==> src/rtl/led_glow.sv <==
`default_nettype none
// ============================================================================
//  Module      : led_glow
//  Description : Turns a one-hot LED walker position into PWM LED drive with
//                a fading trail. Each LED has an 8-bit brightness register
//                that loads to full on a walker hit and decays geometrically
//                every DECAY_DIV clocks. The PWM output compares brightness
//                against a free-running 8-bit counter.
//  Options     : LEDGLOW_ONEHOT_CHECK_EN - when defined, non-zero inputs that
//                are not one-hot are rejected (no load) and flagged on o_err.
//  Revision    : 1.0 - initial release
// ============================================================================
module led_glow #(
    parameter int unsigned DECAY_DIV   = 1000,
    parameter int unsigned DECAY_SHIFT = 2
) (
    input  logic       i_clk,
    input  logic       i_reset,
    input  logic [7:0] i_led,
    output logic [7:0] o_led,
    output logic       o_err
);

    localparam logic [31:0] c_decay_reload = 32'(DECAY_DIV - 32'd1);

    logic [7:0][7:0] r_bright;
    logic [7:0][7:0] w_bright_nxt;
    logic [7:0]      r_pwm_cnt;
    logic [31:0]     r_decay_cnt;
    logic            w_tick;
    logic [7:0]      w_load;
    logic [7:0]      w_led_nxt;
    logic [7:0]      w_shifted;
    logic [7:0]      w_step;

    assign w_tick = (r_decay_cnt == 32'd0);

`ifdef LEDGLOW_ONEHOT_CHECK_EN
    logic w_reject;

    // A non-zero input with more than one bit set is not a valid walker position.
    assign w_reject = (i_led != 8'd0) && ((i_led & (i_led - 8'd1)) != 8'd0);
    assign w_load   = w_reject ? 8'd0 : i_led;

    // Flag a rejected input for exactly one cycle after it is seen.
    always_ff @(posedge i_clk) begin
        if (i_reset) begin
            o_err <= 1'b0;
        end else begin
            o_err <= w_reject;
        end
    end
`else
    assign w_load = i_led;
    assign o_err  = 1'b0;
`endif

    // Per-LED next brightness (load beats decay) and PWM compare on current state.
    always_comb begin
        w_bright_nxt = r_bright;
        w_led_nxt    = 8'd0;
        w_shifted    = 8'd0;
        w_step       = 8'd0;
        for (int k = 0; k < 8; k++) begin
            w_shifted = r_bright[k] >> DECAY_SHIFT;
            // Small values would never reach zero with a pure shift; force a step of 1.
            w_step    = (w_shifted == 8'd0) ? 8'd1 : w_shifted;
            if (w_load[k]) begin
                w_bright_nxt[k] = 8'hFF;
            end else if (w_tick && (r_bright[k] != 8'd0)) begin
                w_bright_nxt[k] = r_bright[k] - w_step;
            end
            // Full scale is forced on so 255 does not blink when the counter hits 255.
            w_led_nxt[k] = (r_bright[k] == 8'hFF) || (r_pwm_cnt < r_bright[k]);
        end
    end

    // Brightness registers.
    always_ff @(posedge i_clk) begin
        if (i_reset) begin
            r_bright <= '0;
        end else begin
            r_bright <= w_bright_nxt;
        end
    end

    // Free-running PWM counter, wraps naturally at 8 bits.
    always_ff @(posedge i_clk) begin
        if (i_reset) begin
            r_pwm_cnt <= 8'd0;
        end else begin
            r_pwm_cnt <= r_pwm_cnt + 8'd1;
        end
    end

    // Decay prescaler: counts down to zero, tick while zero, then reloads.
    always_ff @(posedge i_clk) begin
        if (i_reset) begin
            r_decay_cnt <= c_decay_reload;
        end else if (w_tick) begin
            r_decay_cnt <= c_decay_reload;
        end else begin
            r_decay_cnt <= r_decay_cnt - 32'd1;
        end
    end

    // Registered LED drive.
    always_ff @(posedge i_clk) begin
        if (i_reset) begin
            o_led <= 8'd0;
        end else begin
            o_led <= w_led_nxt;
        end
    end

endmodule
`default_nettype wire

==> config.mk <==
export PLATFORM = sky130hd
export DESIGN_NAME = led_glow
export DESIGN_NICKNAME = d
export VERILOG_FILES = /design/src/rtl/led_glow.sv
export SDC_FILE = /design/constraint.sdc
export NUM_CORES = 1
export LEC_CHECK = 0
export CORE_ASPECT_RATIO = 1.75
export CORE_MARGIN = 4
export CORE_UTILIZATION = 55
export DETAILED_ROUTE_END_ITERATION = 8
export HOLD_SLACK_MARGIN = 0.12
export PLACE_DENSITY = 0.72
export SLEW_MARGIN = 20
export SYNTH_ARGS = -nofsm -noshare
export SYNTH_HDL_FRONTEND = slang
export SYNTH_SLANG_ARGS = --single-unit
==> constraint.sdc <==
create_clock -name i_clk -period 3.27 [get_ports i_clk]
set_clock_uncertainty 0.2 [all_clocks]
set_input_delay 0.4905 -clock i_clk [delete_from_list [all_inputs] [get_ports i_clk]]
set_output_delay 0.4905 -clock i_clk [all_outputs]
set_load 0.005 [all_outputs]
# Yosys cells after proc, flatten, opt, wreduce, memory -nomap -nowiden
# Cells that the tools add are included.
# W data, S select, Z words.
# classes
addsub	10
n_lt_le_gt_ge	8
eq_ne	8
muxes	24
reduce_logical	42
# ops
cell	count
$mux W8	16
$eq A8 B8 Y1 const B	8
$logic_not A8 Y1	8
$lt A8 B8 Y1	8
$reduce_bool A8 Y1	8
$sub A8 B6 Y8	8
$mux W6	8
$logic_not A32 Y1	1
$sub A32 B1 Y32 const B	1
$reduce_bool A2 Y1	8
$add A8 B1 Y8 const B	1
$logic_and A1 B1 Y1	8
$logic_or A1 B1 Y1	8
$reduce_or A2 Y1	1
# totals
regBits	112
input_bits	10
output_inout_bits	9
word_cells	103

# Logic depth before layout (Yosys ltp)
# Gate-level depths: netlist of run 1.
# depth
ltp_word	5
depth_mapped	13
depth_no_buf	12

# Worst setup path after synthesis of run 1
# No wires, ideal clock.
# synth_timing
path_kind	register to register
startpoint	register r_decay_cnt[13]
endpoint	register r_bright[5] (netlist name)
setup_ps	132
arrival_ps	2638
t_required_ps	2938
setup_slack_ps	300
path_stages_with_launch	10
n_path_buf	4
period_less_slack_ps	2970
cell_sequence	dfxtp_1 > or4_4 > or4_4 > buf_6 > or4_4 > buf_6 > buf_2 > clkbuf_1 > a21oi_1 > a21oi_1
# synth_via
elab_chain_cells	3
# synth_rtl
item	line	text
start: declaration	29	logic [31:0] r_decay_cnt;
start signal: assignment	99	r_decay_cnt <= c_decay_reload;
start signal: assignment	101	r_decay_cnt <= c_decay_reload;
start signal: assignment	103	r_decay_cnt <= r_decay_cnt - 32'd1;
$logic_not A32 Y1	36	assign w_tick = (r_decay_cnt == 32'd0);
$logic_and A1 B1 Y1	70	end else if (w_tick && (r_bright[k] != 8'd0)) begin
$reduce_bool A2 Y1 (no source line)	--	
end signal: assignment	83	r_bright <= w_bright_nxt;
end: declaration	26	logic [7:0][7:0] r_bright;
# No other way between the ends.
# A chain may end at the register's enable or synchronous reset.

# Worst setup path after layout of run 1
# layout_timing
startpoint	register r_decay_cnt[13]
endpoint	register r_bright[59] (netlist name)
# Same word-level chain as after synthesis.

==> out/results.ini, run 1 <==
[run_status]
status = finished clean

[power]
p_seq_frac = 0.442
p_comb_frac = 0.236
switching_share = 0.3066
switching_power_uw = 1061
ir_worst_vdd_mv = 0.2323
intPower_uw = 2399
p_leak_uw = 0.003842
power_density_mw_per_mm2 = 395.9
pwr-share-clk = 0.321

[floorplan]
io_pins = 19
fp-row-count = 58
initial_core_util = 0.5583
fp.dieH_um = 167.4
core_region_area_mm2 = 0.01430
die-area_mm2 = 0.01658
die_w_um = 99.06

[finish]
regArea_mm2 = 0.002242
syn2layout_area_growth_pct = 9.516
final_cells = 1166
multi_input_area_mm2 = 0.005231
n_fill_cell = 1286
drive_gt1_frac = 0.05578
final_area_mm2 = 0.008741
fin_nets = 1108
utilization = 0.6114
n_antenna_cell = 0

[global_routing]
first_global_vias = 7018
antenna_found_initial = 0
grt_usage = 0.2319
grt_max_degree = 32
gr-total-overflow = 0
grt_pass1_wl_um = 31940

[synthesis]
synth_seq_cells = 112
syn-num-nets = 1082
yosysWarnings = 0
synth.distinct_cells = 52
synthesis.area_mm2 = 0.007981
yosysSeqAreaShare = 0.2809
syn-mean-instance-area_um2 = 8.357
synth_edf_count = 0
synth_ff_type = dfxtp_1
async_reset_ff_frac = 0
synthesis.instances = 955

[clock_network]
cts-htree-levels = 3
tritoncts = yes
cts_hold_buf = 0
clockRootBuffer = clkbuf_16
clk_path_buf_depth = 2
clk_latency_ns = 0.35
cts-buffers-inserted = 9
cts_setup_buffers = 0
path_clk_slew_ns = 0.08
clock-sinks = 112

[worst_setup_path]
cp.arrival_ns = 3.16
crit_fanout = 20
cp_slowest_cell = or4_4
timing.critical_path.buf_inv = 1
path_class = flip-flop to flip-flop
cp_cell_sequence = or4_4, or4_4, or4_1, buf_4, nor2_2, mux2i_1, a21oi_1
critical-path-top-delay-family = simple AND/OR/NAND/NOR gates
endpoint_kind = flip-flop
worst_setup_path_start_kind = flip-flop
max_stage_delay_ns = 0.56
required_ns = 3.30
cpMostUsedCell = or4_4

[timing]
max_slew_margin = 0.5729
finalHoldViolations = 0
final_max_slew_viol_count = 0
tns_ns = 0
worst_pin_slew_ns = 0.6358
fin_crit_ns = 3.132
setup_viol = 0
clock.fmax_mhz = 319.3
worst_slack_ns = 0.1381
rsz0062_at_grt = false
min_period_over_period = 0.9578

[detailed_routing]
drt_iter0_drc = 237
drt_first_pass_iters = 4
wire_per_inst_um = 16.05
drcViolationCount = 0
ant_nets = 0
vias = 6924
avgViaCountPerCell = 5.938
wirelength_um = 18710

[placed_design]
dpl.hpwl_um = 13990
place_congestion = 0.8598
io_buffers = 17
dpl-instance-area_mm2 = 0.008433
dp.cells = 1150
pre_cts_ws_ns = 0.1353

[flow_run]
drv_cap = 0

[min_path]
hold_class = flip-flop to flip-flop

[layer usage]
layer,GRT usage,vias to the layer above,share of wire
met1,0.2495,3319,0.40
met5,0,-,0
met4,0.1219,0,0.033
li1,-,3473,-
met3,0.02459,36,0.024
met2,0.4341,96,0.54
[layout make-up]
type,instances,area share
tap,180,0.02577
timing repair buffer,38,0.03836
sequential,112,0.2565
clock inverter,4,0.004008
clock buffer,12,0.03049
inverter,108,0.04638
multi-input combinational,712,0.5985
[power groups by stage]
stage	clock [uW]	sequential (uW)	combinational, uW
6_report	1110	1530	818
4_1_cts	1140	1530	819
3_5_place_dp	0	1560	811
5_1_grt	1190	1540	930
3_3_place_gp	0	1560	796
2_1_floorplan	0	1540	615
[cells in the final DEF (no fill, tap or decap), drive strengths merged, types with 3 or more instances in the layout]
cell type / synthesis / routed
dfxtp: 112 / 112
inv: 108 / 110
ha: 109 / 109
a21oi: 88 / 88
nor2: 65 / 65
nand2: 62 / 62
xnor2: 46 / 46
o21ai: 36 / 36
a21o: 31 / 31
nor4: 27 / 27
nor3: 24 / 24
nand3: 23 / 23
buf: 8 / 22
xor2: 20 / 20
a211oi: 19 / 19
mux2i: 17 / 17
nand4: 16 / 16
clkdlybuf4s50: 0 / 16
clkbuf: 15 / 12
nand2b: 11 / 11
or3: 11 / 11
o21a: 11 / 11
or4: 11 / 11
o41ai: 10 / 10
o2111ai: 8 / 8
a31oi: 8 / 8
fa: 8 / 8
nor2b: 6 / 6
a311oi: 6 / 6
o31a: 6 / 6
o31ai: 5 / 5
and3: 5 / 5
and2: 4 / 4
nand3b: 3 / 3
[kinds of logic after synthesis]
logic type	after synthesis	share of synthesized area
AO/OA/AOI/OAI	238	0.1897
XOR/XNOR	66	0.07243
adder cells (fa/ha/maj)	118	0.1922
buffers and inverters	131	0.06521
flip-flops	112	0.2809
multiplexers	17	0.02132
other	1	0.0004698
AND/OR/NAND/NOR	272	0.1778
[registers in the layout (all words and copies together), names as in the netlist]
signal and cells:
r_pwm_cnt 8, r_decay_cnt 32, r_bright 64, o_led 8
[timing repair]
action,4_1_cts,5_1_grt
hold endpoints to repair,0,0
gates resized for setup,0,1
setup endpoints to repair,0,1
[metrics by stage]
stage	total power, uW	hold WS [ns]
after global routing	3661	0.2626
after CTS	3484	0.2330
final	3461	0.2280
after global placement	2355	0.2060
after floorplan	2150	0.1841
after detailed placement	2372	0.2138
[synth_stat cells, drive strengths merged (15+ instances only)]
master    n  area, um^2
nand2    62       232.7
dfxtp   112        2242
nor3     24       120.1
o21ai    36       180.2
nand4    16       100.1
xor2     20       175.2
nor2     65       264.0
nor4     27       206.5
inv     108       405.4
nand3    23       115.1
a21o     31       232.7
xnor2    46       402.9
mux2i    17       170.2
clkbuf   15       56.30
a21oi    88       440.4
a211oi   19       142.6
ha      109        1364
[path summary, 6_finish.rpt]
path	startpoint	cells past startpoint	to	slack (ns)
max	r_decay_cnt[13]	7	r_bright[59]	0.14
min	r_decay_cnt[0]	1	r_decay_cnt[0]	0.23
max reg2reg	r_decay_cnt[13]	7	r_bright[59]	0.14
min reg2reg	r_decay_cnt[0]	1	r_decay_cnt[0]	0.23
No activity file was read; power rests on OpenSTA's default activity.
==> run 2: changes to the inputs <==
ABC_CLOCK_PERIOD_IN_PS = 3270   (was unset)
CORE_UTILIZATION = 60   (was 55)
PLACE_DENSITY = 0.78   (was 0.72)
==> run 2 against run 1 <==
Compared with the run above: die area shrank 7.8%; sequential share of layout area decreased by 0.12 points; critical endpoint is now r_bright[23]; non-clock buffer count is the same; largest cell class unchanged.
==> out/results.ini, run 2 (same netlist as run 1, synthesis figures left out) <==
[finish]
syn2layout_area_growth_pct = 10.02
layout_commonest_cell = dfxtp_1
largest_reg_flops = 64  ; unchanged
n_fill_cell = 1072  ; -17%
n_antenna_cell = 0  ; unchanged
regMostFlops = r_bright
fin_nets = 1108  ; unchanged
drive_gt1_frac = 0.05578  ; unchanged
reg_top3 = r_bright: 64 flops, r_decay_cnt: 32 flops
mostFrequentLayoutCells = dfxtp_1 (112), ha_1 (109), inv_1 (108)

[floorplan]
die_w_um = 95.19  ; -3.9%
initial_core_util = 0.6137  ; +0.05537
io_pins = 19  ; unchanged
fp.dieH_um = 160.6  ; -4.1%
fp-row-count = 55  ; -5.2%
core_region_area_mm2 = 0.01301  ; -9.0%
die-area_mm2 = 0.01528  ; -7.8%

[timing]
fin_crit_ns = 3.103  ; -0.02875 ns
final_max_slew_viol_count = 0  ; unchanged
min_period_over_period = 0.9490  ; -0.008792
max_slew_margin = 0.5089  ; -0.06402
worst_pin_slew_ns = 0.7311  ; +0.09529 ns
worst_slack_ns = 0.1668  ; +0.02875 ns
tns_ns = 0  ; unchanged
rsz0062_at_grt = false
finalHoldViolations = 0  ; unchanged
setup_viol = 0  ; unchanged
clock.fmax_mhz = 322.2  ; +0.93%

[worst_setup_path]
cp.arrival_ns = 3.14  ; -0.02 ns
worst_setup_path_start_kind = flip-flop
cp_cell_sequence = or4_4, or4_4, or4_1, buf_12, nor4_1, a221oi_1, o31a_1
path_class = flip-flop to flip-flop
cp_slowest_cell = or4_1
crit_fanout = 20  ; unchanged
required_ns = 3.31  ; about the same
cp.depth = 7  ; unchanged
crit_path_end = r_bright[23]
reg2reg_depth = 7  ; unchanged
timing.critical_path.buf_inv = 1  ; unchanged
rr_startpoint = r_decay_cnt[13]
cp-startpoint = r_decay_cnt[13]
max_stage_delay_ns = 0.60  ; +0.04 ns
reg2reg_slack_ns = 0.17  ; +0.03 ns
endpoint_kind = flip-flop
reg2reg_to = r_bright[23]
critical-path-top-delay-family = simple AND/OR/NAND/NOR gates
cpMostUsedCell = or4_4

[detailed_routing]
ant_nets = 0  ; unchanged
wire_per_inst_um = 15.94  ; -0.67%
vias = 6945  ; +0.30%
drt_first_pass_iters = 4  ; unchanged
avgViaCountPerCell = 6.003  ; +1.1%
drt_iter0_drc = 248  ; +4.6%
wirelength_um = 18450  ; -1.4%
drcViolationCount = 0  ; unchanged

[run_status]
status = finished clean

[clock_network]
ctsResizeCount = 0  ; unchanged
clockRootBuffer = clkbuf_16
path_clk_slew_ns = 0.07  ; about the same
cts-buffers-inserted = 9  ; unchanged
clock-sinks = 112  ; unchanged
clk_latency_ns = 0.35  ; about the same
cts_setup_buffers = 0  ; unchanged
clk_path_buf_depth = 2  ; unchanged
tritoncts = yes
cts-htree-levels = 3  ; unchanged
cts_hold_buf = 0  ; unchanged

[global_routing]
antenna_found_initial = 0  ; unchanged
grt_pass1_wl_um = 31600  ; -1.1%
grt_usage = 0.2528  ; +0.02087
first_global_vias = 7010  ; -0.11%
gr-total-overflow = 0  ; unchanged
grt_max_degree = 26  ; -19%

[flow_run]
drv_cap = 0  ; unchanged

[placed_design]
io_buffers = 17  ; unchanged
pre_cts_ws_ns = 0.1682  ; +0.03285 ns
place_congestion = 0.9090  ; +5.7%
dpl.hpwl_um = 13870  ; -0.88%

[power]
power_density_mw_per_mm2 = 413.3  ; +4.4%
ir_worst_vdd_mv = 0.3364  ; +45%
p_leak_uw = 0.003868  ; +0.68%

[min_path]
hold_class = flip-flop to flip-flop
min_from = r_decay_cnt[0]

run 2: where the power goes:
group / switching (uW) / total (uW) / leakage [uW] / internal [uW]
clock network: 510 / 1280 / 0.000170 / 771
registers: 98.6 / 1530 / 0.000928 / 1440
logic: 440 / 813 / 0.00277 / 374
run 2: layout make-up:
cell class	count	area [um^2]	area share
Multi-Input combinational cell	712	5238	0.5965
Sequential cell	112	2242	0.2553
Tap cell	171	214.0	0.02437
Timing Repair Buffer	38	335.3	0.03819
Clock buffer	11	242.7	0.02764
Inverter	108	405.4	0.04617
Clock inverter	5	103.9	0.01183
run 2: worst min path at each step:
stage | endpoint | slack (ns) | depth (start not counted)
floorplan | r_decay_cnt[0] | 0.18 | 1
global placement | r_decay_cnt[0] | 0.20 | 1
detailed placement | r_decay_cnt[0] | 0.21 | 1
CTS | r_decay_cnt[0] | 0.22 | 1
global route | r_decay_cnt[0] | 0.25 | 1
finish | r_decay_cnt[0] | 0.22 | 1
run 2: metrics by stage:
step           instances  power [uW]  hold WS [ns]  utilization  area, um^2
2_1_floorplan        955        2150        0.1841            -        7981
4_1_cts             1157        3638        0.2247       0.6742        8768
3_5_place_dp        1141        2367        0.2081       0.6475        8422
5_1_grt             1157        3815        0.2490       0.6751        8781
6_report            1157        3629        0.2229       0.6751        8781
3_3_place_gp        1141        2347        0.2000       0.6475        8422
run 2: routing by layer:
metal / track usage / routed length (um)
met2: 0.4619 / 9924
met1: 0.2802 / 7416
met3: 0.03093 / 405
met4: 0.1202 / 701
met5: 0 / 0
run 2: worst reg2reg max path, stage by stage (launching register included):
cell	delay (ns)
dfxtp_1	0.33
or4_4	0.55
or4_4	0.50
or4_1	0.60
buf_12	0.20
nor4_1	0.37
a221oi_1	0.13
o31a_1	0.12
==> run 3: changes to the inputs <==
ABC_CLOCK_PERIOD_IN_PS = unset   (was 3270)
SKIP_LAST_GASP = 1   (was unset)
==> results of run 3 <==
The final DEF is identical to that of run 2; final timing and power are the same.
